`src/rtl/ryg_pkg.sv`:
```
// Shared definitions for the J/P/C traffic-light monitors.
//   PH_*        2-bit phase codes: 0 none/unknown, 1 J, 2 P, 3 C
//   ST_*        monitor FSM state codes
//   CNT_W       width of the per-phase cycle counter
//   exp_len()   expected duration of a phase for base length l and offset s
//   next_phase() the legal successor in the J->P->C->J rotation
package ryg_pkg;

  localparam int CNT_W = 12;
  localparam logic [CNT_W-1:0] CNT_MAX = '1;

  localparam logic [1:0] PH_NONE = 2'd0;
  localparam logic [1:0] PH_J    = 2'd1;
  localparam logic [1:0] PH_P    = 2'd2;
  localparam logic [1:0] PH_C    = 2'd3;

  localparam logic [1:0] ST_SYNC   = 2'd0;
  localparam logic [1:0] ST_FIRST  = 2'd1;
  localparam logic [1:0] ST_LOCKED = 2'd2;

  function automatic logic [CNT_W-1:0] exp_len(input logic [1:0] phase,
                                               input int        l,
                                               input int        s);
    int len;
    case (phase)
      PH_J:    len = l + s;
      PH_P:    len = l - s;
      PH_C:    len = l + 2 * s;
      default: len = 0;
    endcase
    return len[CNT_W-1:0];
  endfunction

  function automatic logic [1:0] next_phase(input logic [1:0] phase);
    logic [1:0] nxt;
    case (phase)
      PH_J:    nxt = PH_P;
      PH_P:    nxt = PH_C;
      PH_C:    nxt = PH_J;
      default: nxt = PH_NONE;
    endcase
    return nxt;
  endfunction

endpackage

```
`src/rtl/ryg_phase_decode.sv`:
```
// Combinational decoder for a three-light group.
//   j, p, c  in   raw light lines (1 = lit)
//   valid    out  1 when exactly one light is lit
//   code     out  PH_J / PH_P / PH_C for the lit light, PH_NONE when not valid
module ryg_phase_decode
  import ryg_pkg::*;
(
  input  logic       j,
  input  logic       p,
  input  logic       c,
  output logic       valid,
  output logic [1:0] code
);

  // NOTE: every output gets a default before the case so no path leaves a
  // signal unassigned; an unassigned path in always_comb infers a latch.
  always_comb begin
    valid = 1'b1;
    code  = PH_NONE;
    case ({j, p, c})
      3'b100:  code  = PH_J;
      3'b010:  code  = PH_P;
      3'b001:  code  = PH_C;
      default: valid = 1'b0;
    endcase
  end

endmodule

```
`src/rtl/ryg_monitor.sv`:
```
// Passive checker for the J/P/C outputs of the ryg traffic-light controller.
// Samples the lights every clock, tracks the active phase and its duration,
// and flags one-hot, ordering and length violations.
//   clk         in   system clock
//   rst         in   synchronous active-high reset
//   J, P, C     in   light lines
//   phase       out  decoded phase (0 none, 1 J, 2 P, 3 C)
//   phase_cnt   out  cycles in current phase including this one, saturating
//   locked      out  a legal-order transition has been seen since last resync
//   phase_done  out  pulse: locked phase ended in order with exact length
//   err_onehot  out  pulse: lights not exactly one-hot
//   err_order   out  pulse: phase changed to other than the legal successor
//   err_len     out  pulse: locked phase ended short, or overran its length
//   err_sticky  out  OR of all error pulses since reset
//   cycle_cnt   out  completed clean C->J transitions while locked, wrapping
module ryg_monitor
  import ryg_pkg::*;
#(
  parameter int L = 10,
  parameter int S = 3
) (
  input  logic             clk,
  input  logic             rst,
  input  logic             J,
  input  logic             P,
  input  logic             C,
  output logic [1:0]       phase,
  output logic [CNT_W-1:0] phase_cnt,
  output logic             locked,
  output logic             phase_done,
  output logic             err_onehot,
  output logic             err_order,
  output logic             err_len,
  output logic             err_sticky,
  output logic [7:0]       cycle_cnt
);

  logic       dec_valid;
  logic [1:0] dec_code;

  ryg_phase_decode u_decode (
    .j     (J),
    .p     (P),
    .c     (C),
    .valid (dec_valid),
    .code  (dec_code)
  );

  logic [1:0]       state_q,      state_d;
  logic [1:0]       phase_q,      phase_d;
  logic [CNT_W-1:0] cnt_q,        cnt_d;
  logic             locked_q,     locked_d;
  // Set once the current locked phase has been reported as overrun, so
  // neither the overrun nor the eventual change raises a second err_len.
  logic             flagged_q,    flagged_d;
  logic             done_q,       done_d;
  logic             onehot_q,     onehot_d;
  logic             order_q,      order_d;
  logic             len_q,        len_d;
  logic             sticky_q,     sticky_d;
  logic [7:0]       cycle_q,      cycle_d;

  logic [CNT_W-1:0] exp_cur;
  logic [CNT_W:0]   exp_plus1;
  logic [CNT_W-1:0] cnt_inc;
  logic             same_phase;
  logic             legal_next;

  always_comb begin
    exp_cur    = exp_len(phase_q, L, S);
    // One bit wider so an expected length at the counter ceiling cannot wrap.
    exp_plus1  = {1'b0, exp_cur} + {{CNT_W{1'b0}}, 1'b1};
    cnt_inc    = (cnt_q == CNT_MAX) ? cnt_q : cnt_q + 1'b1;
    same_phase = (dec_code == phase_q);
    legal_next = (dec_code == next_phase(phase_q));
  end

  always_comb begin
    state_d   = state_q;
    phase_d   = phase_q;
    cnt_d     = cnt_q;
    locked_d  = locked_q;
    flagged_d = flagged_q;
    cycle_d   = cycle_q;
    done_d    = 1'b0;
    onehot_d  = 1'b0;
    order_d   = 1'b0;
    len_d     = 1'b0;

    // A non-one-hot sample outranks everything else and forces a resync.
    if (!dec_valid) begin
      onehot_d  = 1'b1;
      state_d   = ST_SYNC;
      phase_d   = PH_NONE;
      cnt_d     = '0;
      locked_d  = 1'b0;
      flagged_d = 1'b0;
    end else begin
      case (state_q)
        ST_SYNC: begin
          state_d   = ST_FIRST;
          phase_d   = dec_code;
          cnt_d     = {{(CNT_W-1){1'b0}}, 1'b1};
          flagged_d = 1'b0;
        end

        // The start of this phase was not seen, so its length is unknown.
        ST_FIRST: begin
          if (same_phase) begin
            cnt_d = cnt_inc;
          end else if (legal_next) begin
            state_d   = ST_LOCKED;
            locked_d  = 1'b1;
            phase_d   = dec_code;
            cnt_d     = {{(CNT_W-1){1'b0}}, 1'b1};
            flagged_d = 1'b0;
          end else begin
            order_d = 1'b1;
            phase_d = dec_code;
            cnt_d   = {{(CNT_W-1){1'b0}}, 1'b1};
          end
        end

        ST_LOCKED: begin
          if (same_phase) begin
            cnt_d = cnt_inc;
            if (({1'b0, cnt_inc} == exp_plus1) && !flagged_q) begin
              len_d     = 1'b1;
              flagged_d = 1'b1;
            end
          end else if (legal_next) begin
            if (!flagged_q) begin
              if (cnt_q == exp_cur) begin
                done_d = 1'b1;
                if (phase_q == PH_C) begin
                  cycle_d = cycle_q + 8'd1;
                end
              end else begin
                // Not flagged and not equal means the phase ended short.
                len_d = 1'b1;
              end
            end
            phase_d   = dec_code;
            cnt_d     = {{(CNT_W-1){1'b0}}, 1'b1};
            flagged_d = 1'b0;
          end else begin
            order_d   = 1'b1;
            state_d   = ST_FIRST;
            locked_d  = 1'b0;
            phase_d   = dec_code;
            cnt_d     = {{(CNT_W-1){1'b0}}, 1'b1};
            flagged_d = 1'b0;
          end
        end

        default: begin
          state_d   = ST_SYNC;
          phase_d   = PH_NONE;
          cnt_d     = '0;
          locked_d  = 1'b0;
          flagged_d = 1'b0;
        end
      endcase
    end

    sticky_d = sticky_q | onehot_d | order_d | len_d;
  end

  // NOTE: sequential state uses non-blocking assignments so every flop
  // samples the pre-edge value of its neighbours, independent of statement order.
  always_ff @(posedge clk) begin
    if (rst) begin
      state_q   <= ST_SYNC;
      phase_q   <= PH_NONE;
      cnt_q     <= '0;
      locked_q  <= 1'b0;
      flagged_q <= 1'b0;
      done_q    <= 1'b0;
      onehot_q  <= 1'b0;
      order_q   <= 1'b0;
      len_q     <= 1'b0;
      sticky_q  <= 1'b0;
      cycle_q   <= '0;
    end else begin
      state_q   <= state_d;
      phase_q   <= phase_d;
      cnt_q     <= cnt_d;
      locked_q  <= locked_d;
      flagged_q <= flagged_d;
      done_q    <= done_d;
      onehot_q  <= onehot_d;
      order_q   <= order_d;
      len_q     <= len_d;
      sticky_q  <= sticky_d;
      cycle_q   <= cycle_d;
    end
  end

  assign phase      = phase_q;
  assign phase_cnt  = cnt_q;
  assign locked     = locked_q;
  assign phase_done = done_q;
  assign err_onehot = onehot_q;
  assign err_order  = order_q;
  assign err_len    = len_q;
  assign err_sticky = sticky_q;
  assign cycle_cnt  = cycle_q;

endmodule

```
`config.mk`:
```
export PLATFORM = sky130hd
export DESIGN_NAME = ryg_monitor
export DESIGN_NICKNAME = d
export VERILOG_FILES = /design/src/rtl/ryg_pkg.sv /design/src/rtl/ryg_phase_decode.sv /design/src/rtl/ryg_monitor.sv
export SDC_FILE = /design/constraint.sdc
export NUM_CORES = 1
export LEC_CHECK = 0
export BUFFER_PORTS_ARGS = -buffer_cell sky130_fd_sc_hd__clkbuf_2
export CAP_MARGIN = 10
export CORE_MARGIN = 3
export CORE_UTILIZATION = 56
export DETAILED_ROUTE_END_ITERATION = 16
export PLACE_DENSITY = 0.86
export SKIP_LAST_GASP = 1
export SLEW_MARGIN = 20
export SYNTH_ARGS = -nofsm -noshare
export SYNTH_HDL_FRONTEND = slang
export SYNTH_HIERARCHICAL = 1
export SYNTH_SLANG_ARGS = --single-unit
export TNS_END_PERCENT = 1
```
`constraint.sdc`:
```
create_clock -name clk -period 2.6 [get_ports clk]
set_input_delay 0.13 -clock clk [delete_from_list [all_inputs] [get_ports clk]]
set_output_delay 0.13 -clock clk [all_outputs]
set_load 0.005 [all_outputs]
```
* Word level (Yosys, flattened, before mapping)
Index checks and enable logic that the tools add are counted.
** Operators by class
- Reduce and logical (&&, ||, !) cells :: 11
- Bitwise gates (word level) :: 9
- Add/sub/neg operators :: 3
- Equality and inequality tests :: 19
- Multiplexer cells :: 37
** Operator list (count)
- $mux 12 :: 2
- $pmux 12 s2 :: 1
- $mux 1 :: 22
- $pmux 2 s3 :: 3
- $pmux 5 s3 :: 1
- $add 12x1->13 const B :: 1
- $eq 12x13->1 :: 1
- $add 12x1->12 const B :: 1
- $eq 12x12->1 :: 1
- $eq 12x12->1 const B :: 1
- $mux 2 :: 5
- $ne 2x2->1 const B :: 5
- $add 8x1->8 const B :: 1
- $reduce_and 7->1 :: 1
- $eq 2x2->1 const B :: 3
- $not 1->1 :: 6
- $reduce_or 6->1 :: 1
- $reduce_and 5->1 :: 1
- $eq 2x1->1 const B :: 2
- $eq 2x2->1 :: 2
- $pmux 2 s2 :: 1
- $reduce_and 4->1 :: 1
- $reduce_or 2->1 :: 2
- $eq 3x1->1 const B :: 1
- 11 further kinds :: 13
** Storage, ports and cells
- Word-level logic and storage cells :: 90
- Output and inout port bits :: 28
- Input port bits :: 5
- Register bits after elaboration :: 31

* Longest topological paths before layout
- Word-level depth :: 10
- Depth in mapped cells :: 9
- Mapped depth without buffers :: 8

* Cells and area by module
Netlist, hierarchy kept.
** By module, submodules not included
- ryg_monitor :: area an instance 1885.6 um2, seq. area each 620.6 um2, cells an instance 227, instances 1
- ryg_phase_decode :: area an instance 36.3 um2, seq. area each 0.0 um2, cells an instance 6, instances 1

* Worst setup path after synthesis
No wires, ideal clock.
- Kind :: reg-to-reg
- Start point :: register phase_q[0] (netlist: phase[0])
- End point :: register cycle_q[7] (netlist: cycle_cnt[7])
- Required time :: 2530 ps
- Path slack :: 398 ps
- Library setup time :: 70 ps
- Cell stages (with the launch flop) :: 9
- Path buffers :: 0
- Data arrival time :: 2132 ps
- Period minus slack after synthesis :: 2202 ps
- Cell sequence :: dfxtp_1 inv_1 ha_1 nor3_1 o211ai_1 nor4_2 nand4b_1 or3_1 a21oi_1
** Between the ends
- Cells in the longest elaborated chain, start to end :: 4
- Elaborated cells between the ends (all ways) :: 10
- Classes of those cells :: 6 x eq/ne; 2 x mux; 1 x bitwise; 1 x reduce/logical
** RTL lines
- start: declaration :: RTL line ryg_monitor.sv:50 : logic [1:0] phase_q, phase_d;
- start signal: assignment :: RTL line ryg_monitor.sv:186 : phase_q <= phase_d;
- $eq 2x2->1, or another cell as far along :: RTL line ryg_pkg.sv:25, ryg_pkg.sv:36, ryg_monitor.sv:135
- $pmux 5 s3 or $pmux 2 s3 (tied branches) :: RTL line ryg_pkg.sv:25, ryg_pkg.sv:36
- $eq 12x12->1 or $eq 2x2->1 (tied branches) :: RTL line ryg_monitor.sv:133, ryg_monitor.sv:75
- $reduce_and 7->1 (no source line) *
- end signal: assignment :: RTL line ryg_monitor.sv:195 : cycle_q <= cycle_d;
- end: declaration :: RTL line ryg_monitor.sv:61 : logic [7:0] cycle_q, cycle_d;
Mark *: on every way between the ends. The rest lies on a longest branch, timed or not.
A chain may end at the register's enable or synchronous reset.

* Worst setup path after layout
- Start point :: register phase_q[0] (netlist: phase[0])
- End point :: register cycle_q[5] (netlist: cycle_cnt[5])
The elaborated chain is that of the path after synthesis.

==> results_dict.tcl <==
set metrics [dict create \
    status "completed" \
    io_buffers 32 \
    ys.warnings.count 6 \
    clk_latency_ns 0.33 \
    layout.nets 294 \
    clk_pin_slew_ns 0.09 \
    clockRootBuffer "clkbuf_4" \
    fin_crit_ns 2.42 \
    cp.arrival_ns 2.68 \
    grt_use_total_pct 22.6 \
    tns_ns 0 \
    startpoint "phase[0]" \
    grt_pass1_vias 1661 \
    powerDensity_nw_per_um2 391 \
    leakage_uw 0.000977 \
    r2r_cells 8 \
    final_util_pct 71.7 \
    r2r_start "phase[0]" \
    hold_ws_ns 0.128 \
    path_cells "inv_1, ha_1, nor3_1, o211ai_1, nor4_4, nand4b_1, or3_1, a21oi_1" \
    yosysTopAreaCellShare_pct 32.3 \
    syn_nets 250 \
    grt_antenna_before_repair 0 \
    syn_area_per_cell_sq_um 8.25 \
    finClkSkew_ns 0.0129 \
    syn_to_final_growth_pct 17.6 \
    worstSetupStartpointType "flip-flop" \
    yosysMostFrequentCell "dfxtp_1" \
    maxCapViolCount 0 \
    grt_overflow 0 \
    r2r_slack_ns 0.18 \
    worst_path_largest_cell_delay_ns 0.42 \
    drt_wl_total_mm 4.39 \
    cp_num_cells 8 \
    peakVddDrop_mv 0.345 \
    end_kind "flip-flop" \
    vias 1830 \
    syn_area_sq_um 1920 \
    hold_buffers 0 \
    ys_seq_area_share_pct 32.3 \
    hold_violations 0 \
    die_h_microns 64.6 \
    core_sq_um 3150 \
    crit_required_ns 2.86 \
    start_util_pct 61.0 \
    synth_edf_count 0 \
    diodes 0 \
    grt_first_pass_wirelength_mm 7.45 \
    drc 0 \
    criticalPathCategory "flip-flop to flip-flop" \
    synth_common_cells "dfxtp_1, nor2_1, nand2_1" \
    cts_tree "done" \
    crit_family "simple AND/OR/NAND/NOR gates" \
    dp_hpwl_mm 3.34 \
    worstMarginPinSlew_ns 0.421 \
    power_uw 884 \
    finalMaxSlewViolations 0 \
    post_drt_via_cell_ratio 5.70 \
    dieArea_sq_um 4170 \
    fmax_ghz 0.414 \
    drt-pass1-iter-count 4 \
    rows 20 \
    grt_max_degree 13 \
    antenna_left 0 \
    period_share_pct 93.0 \
    yosysTopAreaCell "dfxtp_1" \
    ys_types 47 \
    gp_congestion 0.904 \
    clk_path_buf_depth 2 \
    cp_slowest_cell "dfxtp_2" \
    slew_headroom_pct 72.0 \
    finalSetupViolCount 0 \
    critPathCapture "cycle_cnt[5]" \
    hold_class "input port to flip-flop" \
    drt-initial-drc-count 107 \
    cts_buffers 5 \
    reg2reg_to "cycle_cnt[5]" \
    die_w_microns 64.6 \
    synth_area_leaders "dfxtp_1, ha_1, nor2_1" \
    cts_sinks 31 \
    grt_setup_unrepaired "no" \
    wire_per_inst_microns 13.7 \
    cp_num_buf_inv 1 \
    io_pins 33 \
    netlist_instances 233 \
    whs_path_depth 2 \
    synth-seq-cells 31 \
    htree_levels 2 \
    cp_max_fo 7 \
    drive_gt1_share_pct 22.7 \
    synth-main-ff-cell "dfxtp_1" \
    ys_async_sr_fraction_pct 0 \
]
[worst reg2reg max path, stage by stage (launching register included)]
cell and delay, ns:
dfxtp_2 0.42, inv_1 0.10, ha_1 0.38, nor3_1 0.21
o211ai_1 0.16, nor4_4 0.32, nand4b_1 0.26, or3_1 0.37
a21oi_1 0.14
[how the worst min path moves through the flow]
stage          from      endpoint  slack (ns)
2_1_floorplan     P    err_onehot        0.35
3_3_place_gp    rst  cycle_cnt[5]        0.47
3_5_place_dp    rst  cycle_cnt[5]        0.47
4_1_cts         rst  cycle_cnt[7]        0.12
5_1_grt         rst    err_onehot        0.12
6_report        rst  cycle_cnt[7]        0.13
[sequential cells by signal, indices dropped and copies added, names as in the netlist]
signal      flops
phase_cnt      12
cycle_cnt       8
phase           2
state_q         2
err_len         1
err_onehot      1
err_order       1
err_sticky      1
flagged_q       1
locked          1
phase_done      1
[routing by layer]
metal	GRT usage (%)	routed length, microns	vias to the layer above
li1	-	-	915
met5	0	0	-
met4	8.97	61	0
met3	5.20	239	7
met1	30.3	2030	854
met2	34.9	2050	54
[report_power, final]
part	leakage (uW)	switching, uW	internal (uW)
clock network	0.0000341	157	125
logic	0.000691	65.6	48.1
registers	0.000251	7.25	481
[timing repair]
item	in CTS	in global routing
resized for setup	0	2
endpoints found under the setup margin	0	4
hold endpoints to repair	0	0
setup buffers	0	0
[through the flow]
| step | area (sq um) | worst slack, ns | cells |
|---|---|---|---|
| 5_1_grt | 2260 | 0.0589 | 321 |
| 3_3_place_gp | 2190 | 0.272 | 314 |
| 3_5_place_dp | 2190 | 0.114 | 314 |
| 6_report | 2260 | 0.183 | 321 |
| 2_1_floorplan | 1920 | 0.398 | 233 |
| 4_1_cts | 2250 | 0.102 | 321 |
[layout make-up]
class                   count  area, sq um
multi-input cells         186         1240
fillers                   271          893
flip-flops and latches     31          622
repair buffers             45          258
well taps                  44         55.1
clock buffers               6         51.3
inverters                   8         30.0
clock inverters             1         5.00
[placed cells by master, fill, tap and decap left out, types with 5 or more instances in the layout]
master,count
clkbuf_2,32
nor3_1,12
ha_1,12
a21oi_1,17
dfxtp_1,30
nor4_1,5
nor2_1,23
xnor2_1,9
nand2_1,21
or3_1,5
xor2_1,8
nand3_1,9
buf_4,13
o21ai_0,8
clkbuf_4,5
inv_1,8
[cells by family (layout without fill, tap and decap cells)]
logic type,count (synthesis),count (layout),share of synthesized area [%]
simple gates,105,105,30.4
compound gates,48,48,15.9
flops,31,31,32.3
xor+xnor,17,17,7.75
buf+inv,16,60,3.71
fa+ha+maj,12,12,7.81
mux,4,4,2.15
(Power assumes the default switching activity.)
